--- src/rtl/mode_sequencer_pkg.sv ---
// Shared state encoding, idle command code and index-width helper for mode_sequencer.
package mode_seq_pkg;

  typedef enum logic [2:0] {
    ST_IDLE     = 3'd0,
    ST_ANNOUNCE = 3'd1,
    ST_WORK     = 3'd2,
    ST_HOLD     = 3'd3,
    ST_RETURN   = 3'd4
  } state_e;

  localparam int CMD_IDLE = 0;

  function automatic int idx_w(input int num_req);
    return $clog2(num_req + 1);
  endfunction

endpackage

--- src/rtl/mode_sequencer_if.sv ---
// Command-sender and picture-sender handshake bundle driven by mode_sequencer.
interface mode_sequencer_if #(
  parameter int CMD_W = 2,
  parameter int IDX_W = 2
) ();
  logic             cmd_valid;
  logic [CMD_W-1:0] cmd_code;
  logic             cmd_done;
  logic             pic_valid;
  logic [IDX_W-1:0] pic_mode;
  logic             pic_done;

  modport master (
    output cmd_valid, cmd_code, pic_valid, pic_mode,
    input  cmd_done, pic_done
  );

  modport slave (
    input  cmd_valid, cmd_code, pic_valid, pic_mode,
    output cmd_done, pic_done
  );
endinterface

--- src/rtl/mode_sequencer_edge_sync.sv ---
// Two-flop synchronizer followed by a registered rising-edge pulse (one pulse per low-to-high level change).
module edge_sync (
  input  logic clk,
  input  logic rst_n,
  input  logic din,
  output logic pulse
);
  logic meta_r;
  logic sync_r;
  logic sync_d_r;
  logic pulse_r;

  // Synchronizer chain and edge register.
  always_ff @(posedge clk or negedge rst_n) begin
    if (!rst_n) begin
      meta_r   <= 1'b0;
      sync_r   <= 1'b0;
      sync_d_r <= 1'b0;
      pulse_r  <= 1'b0;
    end else begin
      meta_r   <= din;
      sync_r   <= meta_r;
      sync_d_r <= sync_r;
      pulse_r  <= sync_r & ~sync_d_r;
    end
  end

  assign pulse = pulse_r;
endmodule

--- src/rtl/mode_sequencer.sv ---
// Mode sequencer: grants one request channel at a time and walks it through announce, transfer, optional hold, idle announce.
// Optional handshake watchdog is compiled in when MODE_SEQ_TIMEOUT_EN is defined.
module mode_sequencer
  import mode_seq_pkg::*;
#(
  parameter int                 NUM_REQ        = 3,
  parameter int                 CMD_W          = 2,
  parameter logic [NUM_REQ-1:0] HOLD_MASK      = 3'b100,
  parameter int                 TIMEOUT_CYCLES = 50000000
) (
  input  logic               sys_clk,
  input  logic               rst_n,
  input  logic [NUM_REQ-1:0] req_i,
  input  logic               finish_i,
  mode_sequencer_if.master   bus,
  output logic               busy,
  output logic               req_drop,
  output logic               err,
  output logic [2:0]         status
);
  localparam int IDX_W = idx_w(NUM_REQ);

  logic [NUM_REQ-1:0] req_edge_s;
  logic               fin_edge_s;
  state_e             state_r;
  state_e             state_nxt_s;
  logic [IDX_W-1:0]   grant_r;
  logic [IDX_W-1:0]   grant_nxt_s;
  logic [IDX_W-1:0]   sel_s;
  logic [NUM_REQ-1:0] pending_r;
  logic [NUM_REQ-1:0] pending_nxt_s;
  logic               err_r;
  logic               err_nxt_s;
  logic               tmo_s;
  logic               abort_s;
  logic               cmd_valid_r;
  logic [CMD_W-1:0]   cmd_code_r;
  logic               pic_valid_r;
  logic [IDX_W-1:0]   pic_mode_r;
  logic               busy_r;
  logic               drop_r;

  for (genvar i = 0; i < NUM_REQ; i++) begin : g_req_sync
    edge_sync u_req_sync (
      .clk   (sys_clk),
      .rst_n (rst_n),
      .din   (req_i[i]),
      .pulse (req_edge_s[i])
    );
  end

  edge_sync u_fin_sync (
    .clk   (sys_clk),
    .rst_n (rst_n),
    .din   (finish_i),
    .pulse (fin_edge_s)
  );

  // Lowest pending index wins: scanning downward lets lower indices overwrite higher ones.
  always_comb begin
    sel_s = '0;
    for (int i = NUM_REQ - 1; i >= 0; i--) begin
      sel_s = pending_r[i] ? IDX_W'(i) : sel_s;
    end
  end

`ifdef MODE_SEQ_TIMEOUT_EN
  localparam int             TO_W    = $clog2(TIMEOUT_CYCLES + 1);
  localparam logic [TO_W-1:0] TO_LAST = TO_W'(TIMEOUT_CYCLES - 1);

  logic [TO_W-1:0] cnt_r;
  logic            timed_s;

  assign timed_s = (state_r == ST_ANNOUNCE) || (state_r == ST_WORK) || (state_r == ST_RETURN);
  assign tmo_s   = timed_s && (cnt_r == TO_LAST);

  // Watchdog counter restarts on every state change and idles outside the handshake states.
  always_ff @(posedge sys_clk or negedge rst_n) begin
    if (!rst_n) begin
      cnt_r <= '0;
    end else if (!timed_s || (state_nxt_s != state_r)) begin
      cnt_r <= '0;
    end else begin
      cnt_r <= cnt_r + TO_W'(1);
    end
  end
`else
  assign tmo_s = 1'b0;
`endif

  // Next-state logic; a matching done always beats a watchdog expiry in the same cycle.
  always_comb begin
    state_nxt_s   = state_r;
    grant_nxt_s   = grant_r;
    pending_nxt_s = pending_r;
    err_nxt_s     = err_r;
    abort_s       = 1'b0;
    case (state_r)
      ST_IDLE: begin
        if (pending_r != '0) begin
          state_nxt_s   = ST_ANNOUNCE;
          grant_nxt_s   = sel_s;
          pending_nxt_s = '0;
          err_nxt_s     = 1'b0;
        end else begin
          pending_nxt_s = req_edge_s;
        end
      end
      ST_ANNOUNCE: begin
        if (bus.cmd_done) begin
          state_nxt_s = ST_WORK;
        end else if (tmo_s) begin
          state_nxt_s = ST_RETURN;
          err_nxt_s   = 1'b1;
          abort_s     = 1'b1;
        end else begin
          state_nxt_s = ST_ANNOUNCE;
        end
      end
      ST_WORK: begin
        if (bus.pic_done) begin
          state_nxt_s = HOLD_MASK[grant_r] ? ST_HOLD : ST_RETURN;
        end else if (tmo_s) begin
          state_nxt_s = ST_RETURN;
          err_nxt_s   = 1'b1;
          abort_s     = 1'b1;
        end else begin
          state_nxt_s = ST_WORK;
        end
      end
      ST_HOLD: begin
        if (fin_edge_s) begin
          state_nxt_s = ST_RETURN;
        end else begin
          state_nxt_s = ST_HOLD;
        end
      end
      ST_RETURN: begin
        if (bus.cmd_done) begin
          state_nxt_s = ST_IDLE;
        end else if (tmo_s) begin
          state_nxt_s = ST_IDLE;
          err_nxt_s   = 1'b1;
          abort_s     = 1'b1;
        end else begin
          state_nxt_s = ST_RETURN;
        end
      end
      default: begin
        state_nxt_s   = ST_IDLE;
        pending_nxt_s = '0;
      end
    endcase
  end

  // State and registered outputs; an aborted handshake keeps cmd_valid low for one cycle so the valid visibly drops.
  always_ff @(posedge sys_clk or negedge rst_n) begin
    if (!rst_n) begin
      state_r     <= ST_IDLE;
      grant_r     <= '0;
      pending_r   <= '0;
      err_r       <= 1'b0;
      cmd_valid_r <= 1'b0;
      cmd_code_r  <= '0;
      pic_valid_r <= 1'b0;
      pic_mode_r  <= '0;
      busy_r      <= 1'b0;
      drop_r      <= 1'b0;
    end else begin
      state_r     <= state_nxt_s;
      grant_r     <= grant_nxt_s;
      pending_r   <= pending_nxt_s;
      err_r       <= err_nxt_s;
      cmd_valid_r <= ((state_nxt_s == ST_ANNOUNCE) || (state_nxt_s == ST_RETURN)) && !abort_s;
      cmd_code_r  <= (state_nxt_s == ST_ANNOUNCE) ? (CMD_W'(grant_nxt_s) + CMD_W'(1)) : CMD_W'(CMD_IDLE);
      pic_valid_r <= (state_nxt_s == ST_WORK);
      pic_mode_r  <= (state_nxt_s == ST_WORK) ? grant_nxt_s : '0;
      busy_r      <= (state_nxt_s != ST_IDLE);
      drop_r      <= (state_r != ST_IDLE) && (req_edge_s != '0);
    end
  end

  assign bus.cmd_valid = cmd_valid_r;
  assign bus.cmd_code  = cmd_code_r;
  assign bus.pic_valid = pic_valid_r;
  assign bus.pic_mode  = pic_mode_r;
  assign busy          = busy_r;
  assign req_drop      = drop_r;
  assign err           = err_r;
  assign status        = state_r;
endmodule

--- src/flat_wrapper.sv ---
// flat-port wrapper written by rule: the top's interface ports become plain ports
module mode_sequencer_flat import mode_seq_pkg::*;
#(
  parameter int                 NUM_REQ        = 3,
  parameter int                 CMD_W          = 2,
  parameter logic [NUM_REQ-1:0] HOLD_MASK      = 3'b100,
  parameter int                 TIMEOUT_CYCLES = 50000000
)
  (sys_clk, rst_n, req_i, finish_i, busy, req_drop, err, status, bus_cmd_valid, bus_cmd_code, bus_pic_valid, bus_pic_mode, bus_cmd_done, bus_pic_done);
  mode_sequencer_if #(.CMD_W(CMD_W), .IDX_W((2))) bus_i ();
  input  logic sys_clk;
  input  logic rst_n;
  input  logic [NUM_REQ-1:0] req_i;
  input  logic finish_i;
  output logic busy;
  output logic req_drop;
  output logic err;
  output logic [2:0] status;
  output wire logic [$bits(bus_i.cmd_valid)-1:0] bus_cmd_valid;
  output wire logic [$bits(bus_i.cmd_code)-1:0] bus_cmd_code;
  output wire logic [$bits(bus_i.pic_valid)-1:0] bus_pic_valid;
  output wire logic [$bits(bus_i.pic_mode)-1:0] bus_pic_mode;
  input wire logic [$bits(bus_i.cmd_done)-1:0] bus_cmd_done;
  input wire logic [$bits(bus_i.pic_done)-1:0] bus_pic_done;
  assign bus_cmd_valid = bus_i.cmd_valid;
  assign bus_cmd_code = bus_i.cmd_code;
  assign bus_pic_valid = bus_i.pic_valid;
  assign bus_pic_mode = bus_i.pic_mode;
  assign bus_i.cmd_done = bus_cmd_done;
  assign bus_i.pic_done = bus_pic_done;
  mode_sequencer #(.NUM_REQ(NUM_REQ), .CMD_W(CMD_W), .HOLD_MASK(HOLD_MASK), .TIMEOUT_CYCLES(TIMEOUT_CYCLES)) u_core (.sys_clk(sys_clk), .rst_n(rst_n), .req_i(req_i), .finish_i(finish_i), .bus(bus_i), .busy(busy), .req_drop(req_drop), .err(err), .status(status));
endmodule
--- config.mk ---
export PLATFORM = sky130hd
export DESIGN_NAME = mode_sequencer_flat
export DESIGN_NICKNAME = d
export VERILOG_FILES = /design/src/rtl/mode_sequencer_pkg.sv /design/src/rtl/mode_sequencer_if.sv /design/src/rtl/mode_sequencer_edge_sync.sv /design/src/rtl/mode_sequencer.sv /design/src/flat_wrapper.sv
export SDC_FILE = /design/constraint.sdc
export NUM_CORES = 1
export LEC_CHECK = 0
export CAP_MARGIN = 20
export CORE_MARGIN = 2
export CORE_UTILIZATION = 40
export CTS_BUF_LIST = sky130_fd_sc_hd__clkbuf_8 sky130_fd_sc_hd__clkbuf_16
export DETAILED_ROUTE_END_ITERATION = 16
export PLACE_DENSITY = 0.6
export SYNTH_ARGS = -nofsm -noshare
export SYNTH_HDL_FRONTEND = slang
export SYNTH_SLANG_ARGS = --single-unit
--- constraint.sdc ---
create_clock -name sys_clk -period 3.83 [get_ports sys_clk]
set_input_delay 0.766 -clock sys_clk [delete_from_list [all_inputs] [get_ports sys_clk]]
set_output_delay 0.766 -clock sys_clk [all_outputs]
set_load 0.005 [all_outputs]
==> After elaboration in Yosys (flattened, before gate mapping) <==
Index checks and enable logic that the tools add are counted.
{ "totals": {"regBits": 32, "input_bits": 8, "output_inout_bits": 12, "word_cells": 68} }
{ "op_classes": {"addsub": 1, "magnitude_cmp": 1, "eq_ne": 7, "muxes": 18, "bitwise_logic": 8, "reduce_logical": 8} }
{ "op_table": {"columns": ["cell", "n"], "rows": [
  ["2-to-1 mux 3 bit", 6],
  ["2-to-1 mux 2 bit", 8],
  ["case mux 3 bit (5 select lines)", 1],
  ["nonzero test 3 bit", 4],
  ["equality test 3 x 2 -> 1 bit, second input constant", 3],
  ["equality test 3 x 1 -> 1 bit, second input constant", 2],
  ["equality test 3 bit, second input constant", 2],
  ["case mux 3 bit (2 select lines)", 1],
  ["bitwise AND 1 bit", 4],
  ["NOT 1 bit", 4],
  ["OR reduction 4 bit", 1],
  ["logical NOT 3 bit", 1],
  ["less-than comparator 2 x 3 -> 1 bit, second input constant", 1],
  ["adder 2 x 1 -> 2 bit, second input constant", 1],
  ["binary-select mux 1 bit (select 2 bit)", 1],
  ["logical AND 1 bit", 1],
  ["logical OR 1 bit", 1],
  ["2-to-1 mux 1 bit", 1]
]} }

==> Longest topological paths before layout <==
Gate-level depths: netlist of run 1.
{ "depth": {"ltp_word": 7, "ltp_mapped": 6, "ltp_nobuf": 4} }

==> Modules after synthesis <==
From an unflattened synthesis of run 1, not the netlist that was laid out.
{ "unflattened": {"cells_unflattened": 92, "hier_area_um2": 1255.0} }
{ "modules_own_cells": {"columns": ["mod", "n_inst", "cells_each", "area_each_um2", "seq_area_each_um2"], "rows": [
  ["mode_sequencer", 1, 72, 799.5, 400.4],
  ["edge_sync", 4, 5, 113.9, 100.1]
]} }

==> Least setup slack after synthesis of run 1 <==
No wires, ideal clock.
{ "synth_timing": {"path_type": "input to register", "startpoint": "input port bus_pic_done", "endpoint": "register u_core.cmd_code_r[1], in the netlist u_core.bus.cmd_code[1]", "setup_time_ns": 0.080, "t_arrival_ns": 1.675, "path_slack_ns": 2.075, "path_stages": 4, "path_cell_list": "nand2b_1 > or3_1 > a211o_1 > nor3b_2"} }
{ "synth_via": {"elab_chain_cells": 4} }
{ "synth_lines": {"columns": ["element", "line_no", "source"], "rows": [
  ["start, declared", "flat_wrapper.sv:24", "input wire logic [$bits(bus_i.pic_done)-1:0] bus_pic_done;"],
  ["2-to-1 mux 3 bit", "mode_sequencer.sv:121", "if (bus.pic_done) begin"],
  ["case mux 3 bit (5 select lines)", "mode_sequencer.sv:98", "case (state_r)"],
  ["equality test 3 x 1 -> 1 bit", "mode_sequencer.sv:175", "cmd_code_r <= (state_nxt_s == ST_ANNOUNCE) ? (CMD_W'(grant_nxt_s) + CMD_W'(1)) : CMD_W'(CMD_IDLE);"],
  ["2-to-1 mux 2 bit", "mode_sequencer.sv:175", null],
  ["end signal, assigned", "mode_sequencer.sv:175", null],
  ["end, declared", "mode_sequencer.sv:37", "logic [CMD_W-1:0] cmd_code_r;"]
]} }
No other way between the ends.
A chain may end at the register's enable or synchronous reset.

==> Worst setup path in the final report of run 1 <==
{ "layout_timing": {"startpoint": "register u_core.state_r[2], in the netlist u_core.status[2]", "endpoint": "output port status[2]"} }
{ "layout_lines": {"columns": ["element", "line_no", "source"], "rows": [
  ["start, declared", "mode_sequencer.sv:25", "state_e state_r;"],
  ["start signal, assigned", "mode_sequencer.sv:170", "state_r <= state_nxt_s;"],
  ["end, declared", "flat_wrapper.sv:18", "output logic [2:0] status;"]
]} }
No word-level cell between the ends.

==> results of run 1 <==
-- registers in the layout (all words and copies together) (netlist names) --
register	count
u_core.bus.cmd_code	2
u_core.g_req_sync.u_req_sync.sync_d_r	3
u_core.g_req_sync.u_req_sync.sync_r	3
u_core.grant_r	2
u_core.bus.cmd_valid	1
u_core.req_drop	1
u_core.g_req_sync.u_req_sync.meta_r	3
u_core.u_fin_sync.meta_r	1
u_core.status	3
u_core.pending_r	3
u_core.bus.pic_valid	1
u_core.bus.pic_mode	2
u_core.u_fin_sync.sync_r	1
u_core.u_fin_sync.sync_d_r	1
u_core.g_req_sync.u_req_sync.pulse	3
u_core.busy	1
u_core.u_fin_sync.pulse	1
-- where the power goes --
part	switching (W)	leakage [nW]	internal (W)
Clock	0.000113	0.0510	0.000143
Sequential	0.0000720	0.401	0.000416
Combinational	0.000178	0.223	0.000214
Total	0.000364	0.675	0.000773
-- cells in the mapped netlist --
master | count | area share (%)
mux2i_1 | 1 | 0.82
and2b_2 | 1 | 0.72
or2b_2 | 1 | 0.72
nor4bb_1 | 1 | 0.82
o21ai_0 | 2 | 0.82
nand4_1 | 1 | 0.51
or3_1 | 1 | 0.51
nor4b_1 | 1 | 0.72
nor3b_2 | 1 | 1.0
a21boi_0 | 1 | 0.61
conb_1 | 1 | 0.31
o211ai_1 | 1 | 0.61
a211oi_1 | 1 | 0.61
buf_6 | 2 | 1.8
inv_1 | 3 | 0.92
nor2_1 | 5 | 1.5
o22ai_1 | 4 | 2.0
buf_4 | 2 | 1.2
a211o_1 | 1 | 0.72
or3b_4 | 1 | 0.92
or2b_1 | 2 | 1.2
nand3_1 | 1 | 0.41
o31a_2 | 1 | 0.82
and3_1 | 1 | 0.51
dfrtp_1 | 32 | 65
nand2_1 | 7 | 2.1
a21oi_1 | 5 | 2.0
or2_2 | 1 | 0.51
clkbuf_1 | 1 | 0.31
o2111ai_1 | 1 | 0.72
nor2b_1 | 5 | 2.6
nand2b_1 | 2 | 1.0
a21o_2 | 1 | 0.72
a2bb2oi_1 | 1 | 0.72
a32oi_1 | 1 | 0.72
nor3_1 | 3 | 1.2
or3_4 | 1 | 0.92
-- logic make-up after synthesis --
| family | count (synthesis) | share of synthesized area, % |
|---|---|---|
| DFF | 32 | 65.4 |
| and+or+nand+nor | 36 | 18.0 |
| muxes | 1 | 0.818 |
| buffers and inverters | 8 | 4.29 |
| other | 1 | 0.306 |
| AOI/OAI and AO/OA | 20 | 11.1 |
-- final cells by class --
| type | instances | share of cell area (%) |
|---|---|---|
| multi-input combinational | 58 | 24.6 |
| inverter | 3 | 0.749 |
| tap | 33 | 2.75 |
| sequential | 32 | 53.2 |
| clock inverter | 2 | 0.666 |
| timing repair buffer | 19 | 12.5 |
| clock buffer | 6 | 5.49 |
-- final timing paths --
path | start | depth (start not counted) | slack, ns | endpoint
max | u_core.status[2]$_DFF_PN0_ | 1 | 1.70 | status[2]
min | u_core.u_fin_sync.meta_r$_DFF_PN0_ | 0 | 0.35 | u_core.u_fin_sync.sync_r$_DFF_PN0_
max reg2reg | u_core.status[2]$_DFF_PN0_ | 4 | 2.08 | u_core.bus.cmd_code[1]$_DFF_PN0_
min reg2reg | u_core.u_fin_sync.meta_r$_DFF_PN0_ | 0 | 0.35 | u_core.u_fin_sync.sync_r$_DFF_PN0_
max in group asynchronous | rst_n | 2 | 2.67 | u_core.u_fin_sync.sync_d_r$_DFF_PN0_
min in group asynchronous | rst_n | 2 | 0.87 | u_core.pending_r[0]$_DFFE_PN0N_
-- through the flow --
stage / setup slack [ns] / hold WS, ns / power [W] / utilization (%) / instance area, um2
2_1_floorplan: 2.07 / 0.331 / 0.000758 / - / 1220
3_3_place_gp: 1.48 / 0.333 / 0.000883 / 47.4 / 1410
3_5_place_dp: 1.48 / 0.335 / 0.000886 / 47.4 / 1410
4_1_cts: 1.68 / 0.349 / 0.00115 / 50.5 / 1500
5_1_grt: 1.64 / 0.361 / 0.00122 / 50.5 / 1500
6_report: 1.70 / 0.347 / 0.00114 / 50.5 / 1500
-- metal layers --
| layer | global-route usage [%] | vias to the layer above |
|---|---|---|
| met5 | 0 | - |
| met4 | 8.77 | 0 |
| met3 | 4.59 | 7 |
| met2 | 18.7 | 18 |
| met1 | 16.2 | 383 |
| li1 | - | 379 |
==> run metrics, run 1 <==
status finished clean; CORE AREA 2980 um2; RSZ-0062 raised after global routing no; CP cell instances clkdlybuf4s50_1; # H-tree levels 2; met1 WL 859 um; clk sink count 32; Avg WL per Cell 12.3 um; number of remaining DRC errors 0; Final min period 2.13 ns; Yosys cell types 37; Max-cap violations 0; Num CTS Buffers 5; area of the multi-input gates 370 um2; clk_lat worst skew 0.28 ns; fraction of layout cells with a size suffix above 1 14.2%; Final Routed Wirelength 1880 um; Longest Clk Path Bufs 2; HP Class reg -> reg; Max Freq 0.468 GHz; post-CTS sizing 0; port bufs 18; worst vdd ir 0.352 mV; Register Area 801 um2; largest fanout on the critical path 12; Vias 787; DIE HEIGHT 59.3 um; Cells after DPL 145; critical path's largest stage delay 0.57 ns; metal3 WL 95 um; Initial Utilization 41.1%; CP required 3.06 ns; I/O pins 20; Final Skew 0.00595 ns; post-route antenna net violation count 0; setup bufs post-CTS 0; routed vias/inst 5.14; # nets final 127; Syn Inst Count 98; n_diodes 0; commonest cells after routing, fill and taps aside dfrtp_1 (32), clkdlybuf4s50_1 (18), nand2_1 (7), clkbuf_8 (6); 1st-pass router iterations 4; sequential area share after synthesis 65.4%; crit end category output port; syn avg cell area 12.5 um2; Filler Cells Inserted 282; Final HPWL DP 1280 um; gr ovfl total 0; row cnt 20; Cell Pwr Density 756 nW/um2; yosys synthesis warning count 0; gr usage total 12.9%; RD Place Congestion 0.764; first-pass GRT wire length 3170 um; Syn Nets 106; setup TNS 0 ns; Crit Path Class reg -> out; Root Driver clkbuf_8; die area 3520 um2; Buf/Inv on CP 1; Pleak 0.675 nW; CTS tree done; Final Hold Violating Endpoints 0; Top Metal Used met4; met2 wire len 879 um; final setup violation count 0; Tcrit/Tclk final 55.7%; Layout area overhead 22.9%; CP max stage cell clkdlybuf4s50_1; Die X 59.3 um; most common cell after layout, fill and taps aside dfrtp_1; Non-Filler Instances 153; hold buffers post-CTS 0; startpoint types flip-flop; vias in the first global route 738; fin. max-slew vios 0; clock slew at reported path FFs 0.06 ns; CP delay by family, top buffers and inverters; DRT iter0 DRCs 10; Cell Area, Synth 1220 um2; Synth Register Bits 32; Worst EP arrival 1.37 ns; largest net degree at the start of global routing 33; initial antenna violation count 0
Power figures use the tool's default switching activity.
==> run 2, diff against run 1 <==
Clock period 3.83 ns to 2.21 ns, I/O delays scaled along.
==> results of run 2 <==
The final DEF is identical to that of run 1. Status: finished clean.
Main changes from that run: setup slack after placement 1.48 ns -> 0.186 ns; setup slack after layout 1.70 ns -> 0.399 ns; register-to-register setup slack 2.08 ns -> 0.46 ns; total power 0.00114 W -> 0.00197 W; worst IR drop on VDD 0.352 mV -> 0.611 mV
==> run 3, diff against run 2 <==
Settings changed: PLACE_DENSITY 0.6 to 0.62.
Clock period 2.21 ns to 1.6 ns, I/O delays scaled along.
==> run 3 against run 2 <==
The run now ends with negative setup slack left. Total power increased by 63%. First-iteration DRC count rose by 70%. Clock power is 63% higher. Wire length up 13%. Sequential cell count did not move. Critical endpoint is now u_core.bus.cmd_code[1]$_DFF_PN0_. Largest power group is now combinational logic. Highest routed layer unchanged.
==> run metrics, run 3 (synthesis gave the netlist of run 1 again) <==
status finished with violations (was finished clean); failing checks negative setup slack; fin. max-slew vios 0 (unchanged); first-pass GRT wire length 3640 um (was 3170 um); setup TNS -0.0185 ns (was 0 ns); area of the multi-input gates 402 um2 (was 370 um2); Final Hold Violating Endpoints 0 (unchanged); # nets final 145 (was 127); CORE AREA 2980 um2 (unchanged); RSZ-0062 raised after global routing yes (was no); Avg WL per Cell 12.4 um (was 12.3 um); post-route antenna net violation count 0 (unchanged); Longest Clk Path Bufs 2 (unchanged); Worst EP arrival 1.82 ns (was 1.37 ns); CP required 1.80 ns (was 1.77 ns); Tcrit/Tclk final 101%; die area 3520 um2 (unchanged); clk_lat worst skew 0.27 ns (was 0.28 ns); total power 0.00321 W (was 0.00197 W); Filler Cells Inserted 250 (was 282); Cell Pwr Density 1890 nW/um2 (was 1310 nW/um2); Post-Place Setup Slack -0.247 ns (was 0.186 ns); Final Routed Wirelength 2110 um (was 1880 um); final setup margin -0.0185 ns (was 0.399 ns); Final HPWL DP 1460 um (was 1280 um); DRT iter0 DRCs 17 (was 10); number of remaining DRC errors 0 (unchanged); Num CTS Buffers 5 (unchanged); Max-cap violations 0 (unchanged); worst vdd ir 0.818 mV (was 0.611 mV); met1 WL 910 um (was 859 um); most common cell after layout, fill and taps aside dfrtp_1 (unchanged); post-layout util 57.1% (was 50.5%); Layout area overhead 38.9% (was 22.9%); smallest hold slack 0.347 ns (about the same); # H-tree levels 2 (unchanged); RD Place Congestion 0.820 (was 0.764); DIE HEIGHT 59.3 um (unchanged); clock slew at reported path FFs 0.06 ns (about the same); vias in the first global route 894 (was 738); Final Skew 0.00346 ns (was 0.00595 ns); port bufs 18 (unchanged); n_diodes 0 (unchanged); startpoint types primary input (was flip-flop); crit end category flip-flop (was output port); Pleak 0.786 nW (was 0.675 nW); Final min period 1.62 ns; commonest cells after routing, fill and taps aside dfrtp_1 (30), clkdlybuf4s50_1 (15), buf_4 (15), nand2_1 (7) (was dfrtp_1 (32), clkdlybuf4s50_1 (18), nand2_1 (7), clkbuf_8 (6)); Top Metal Used met4 (unchanged); CTS tree done (unchanged); 1st-pass router iterations 4 (unchanged); HP Class reg -> reg (unchanged); initial antenna violation count 0 (unchanged); largest fanout on the critical path 3 (was 12); Root Driver clkbuf_8 (unchanged); Crit Path Class in -> reg (was reg -> out); hold buffers post-CTS 0 (unchanged); final setup violation count 1 (was 0); largest net degree at the start of global routing 33 (unchanged); I/O pins 20 (unchanged); met2 wire len 1060 um (was 879 um); gr usage total 14.6% (was 12.9%); fraction of layout cells with a size suffix above 1 29.0% (was 14.2%); gr ovfl total 0 (unchanged); Vias 868 (was 787); metal3 WL 123 um (was 95 um); Register Area 803 um2 (was 801 um2); Initial Utilization 41.1% (unchanged); Die X 59.3 um (unchanged); Max Freq 0.618 GHz; routed vias/inst 5.08 (was 5.14); row cnt 20 (unchanged); clk sink count 32 (unchanged)
run 3: cell types whose count changed in the layout (fill, tap and decap cells not counted), moves of 2 or more:
cell / before / now
buf_4: 1 / 15
buf_6: 0 / 4
clkdlybuf4s50_1: 18 / 15
dlygate4sd2_1: 0 / 3
dfrtp_1: 32 / 30
dfrtp_2: 0 / 2
run 3: final timing paths:
check | from | endpoint | slack (ns) | cells past startpoint
hold reg to reg | u_core.g_req_sync[1].u_req_sync.meta_r$_DFF_PN0_ | u_core.g_req_sync[1].u_req_sync.sync_r$_DFF_PN0_ | 0.35 | 0
hold / removal | u_core.g_req_sync[1].u_req_sync.meta_r$_DFF_PN0_ | u_core.g_req_sync[1].u_req_sync.sync_r$_DFF_PN0_ | 0.35 | 0
min in group asynchronous | rst_n | u_core.status[1]$_DFF_PN0_ | 0.43 | 2
max in group asynchronous | rst_n | u_core.status[0]$_DFF_PN0_ | 0.86 | 2
setup / recovery | bus_pic_done | u_core.bus.cmd_code[1]$_DFF_PN0_ | -0.02 | 5
setup reg to reg | u_core.status[1]$_DFF_PN0_ | u_core.bus.cmd_code[1]$_DFF_PN0_ | 0 | 4
run 3: power breakdown:
part | internal (W) | switching [W]
Clock | 0.000455 | 0.000268
Sequential | 0.00100 | 0.000143
Combinational | 0.000774 | 0.000574
run 3: worst max-delay path: stages:
cell	delay (ns)
clkdlybuf4s50_1	0.53
nand2b_1	0.09
or3_1	0.37
a211o_1	0.35
nor3b_2	0.16
run 3: per-layer routing:
layer	vias up	GRT usage, %
met4	0	9.42
met1	426	15.4
met5	-	0
met3	2	6.99
met2	26	23.2
li1	414	-
run 3: layout make-up:
| class | instances | area share [%] |
|---|---|---|
| well taps | 33 | 2.43 |
| flip-flops and latches | 32 | 47.3 |
| clock buffers | 5 | 4.05 |
| inverters | 3 | 0.663 |
| repair buffers | 37 | 19.7 |
| multi-input cells | 58 | 23.6 |
| clock inverters | 3 | 2.28 |
run 3: repair_timing:
item                       CTS  global route
setup endpoints to repair    5             7
resized for setup           10             4
pin swaps                    3             3
setup buffers                2             1
run 3: metrics by stage:
step                area, um2  cells
floorplan                1230     98
global placement         1530    160
detailed placement       1530    160
CTS                      1670    170
global route             1700    171
finish                   1700    171
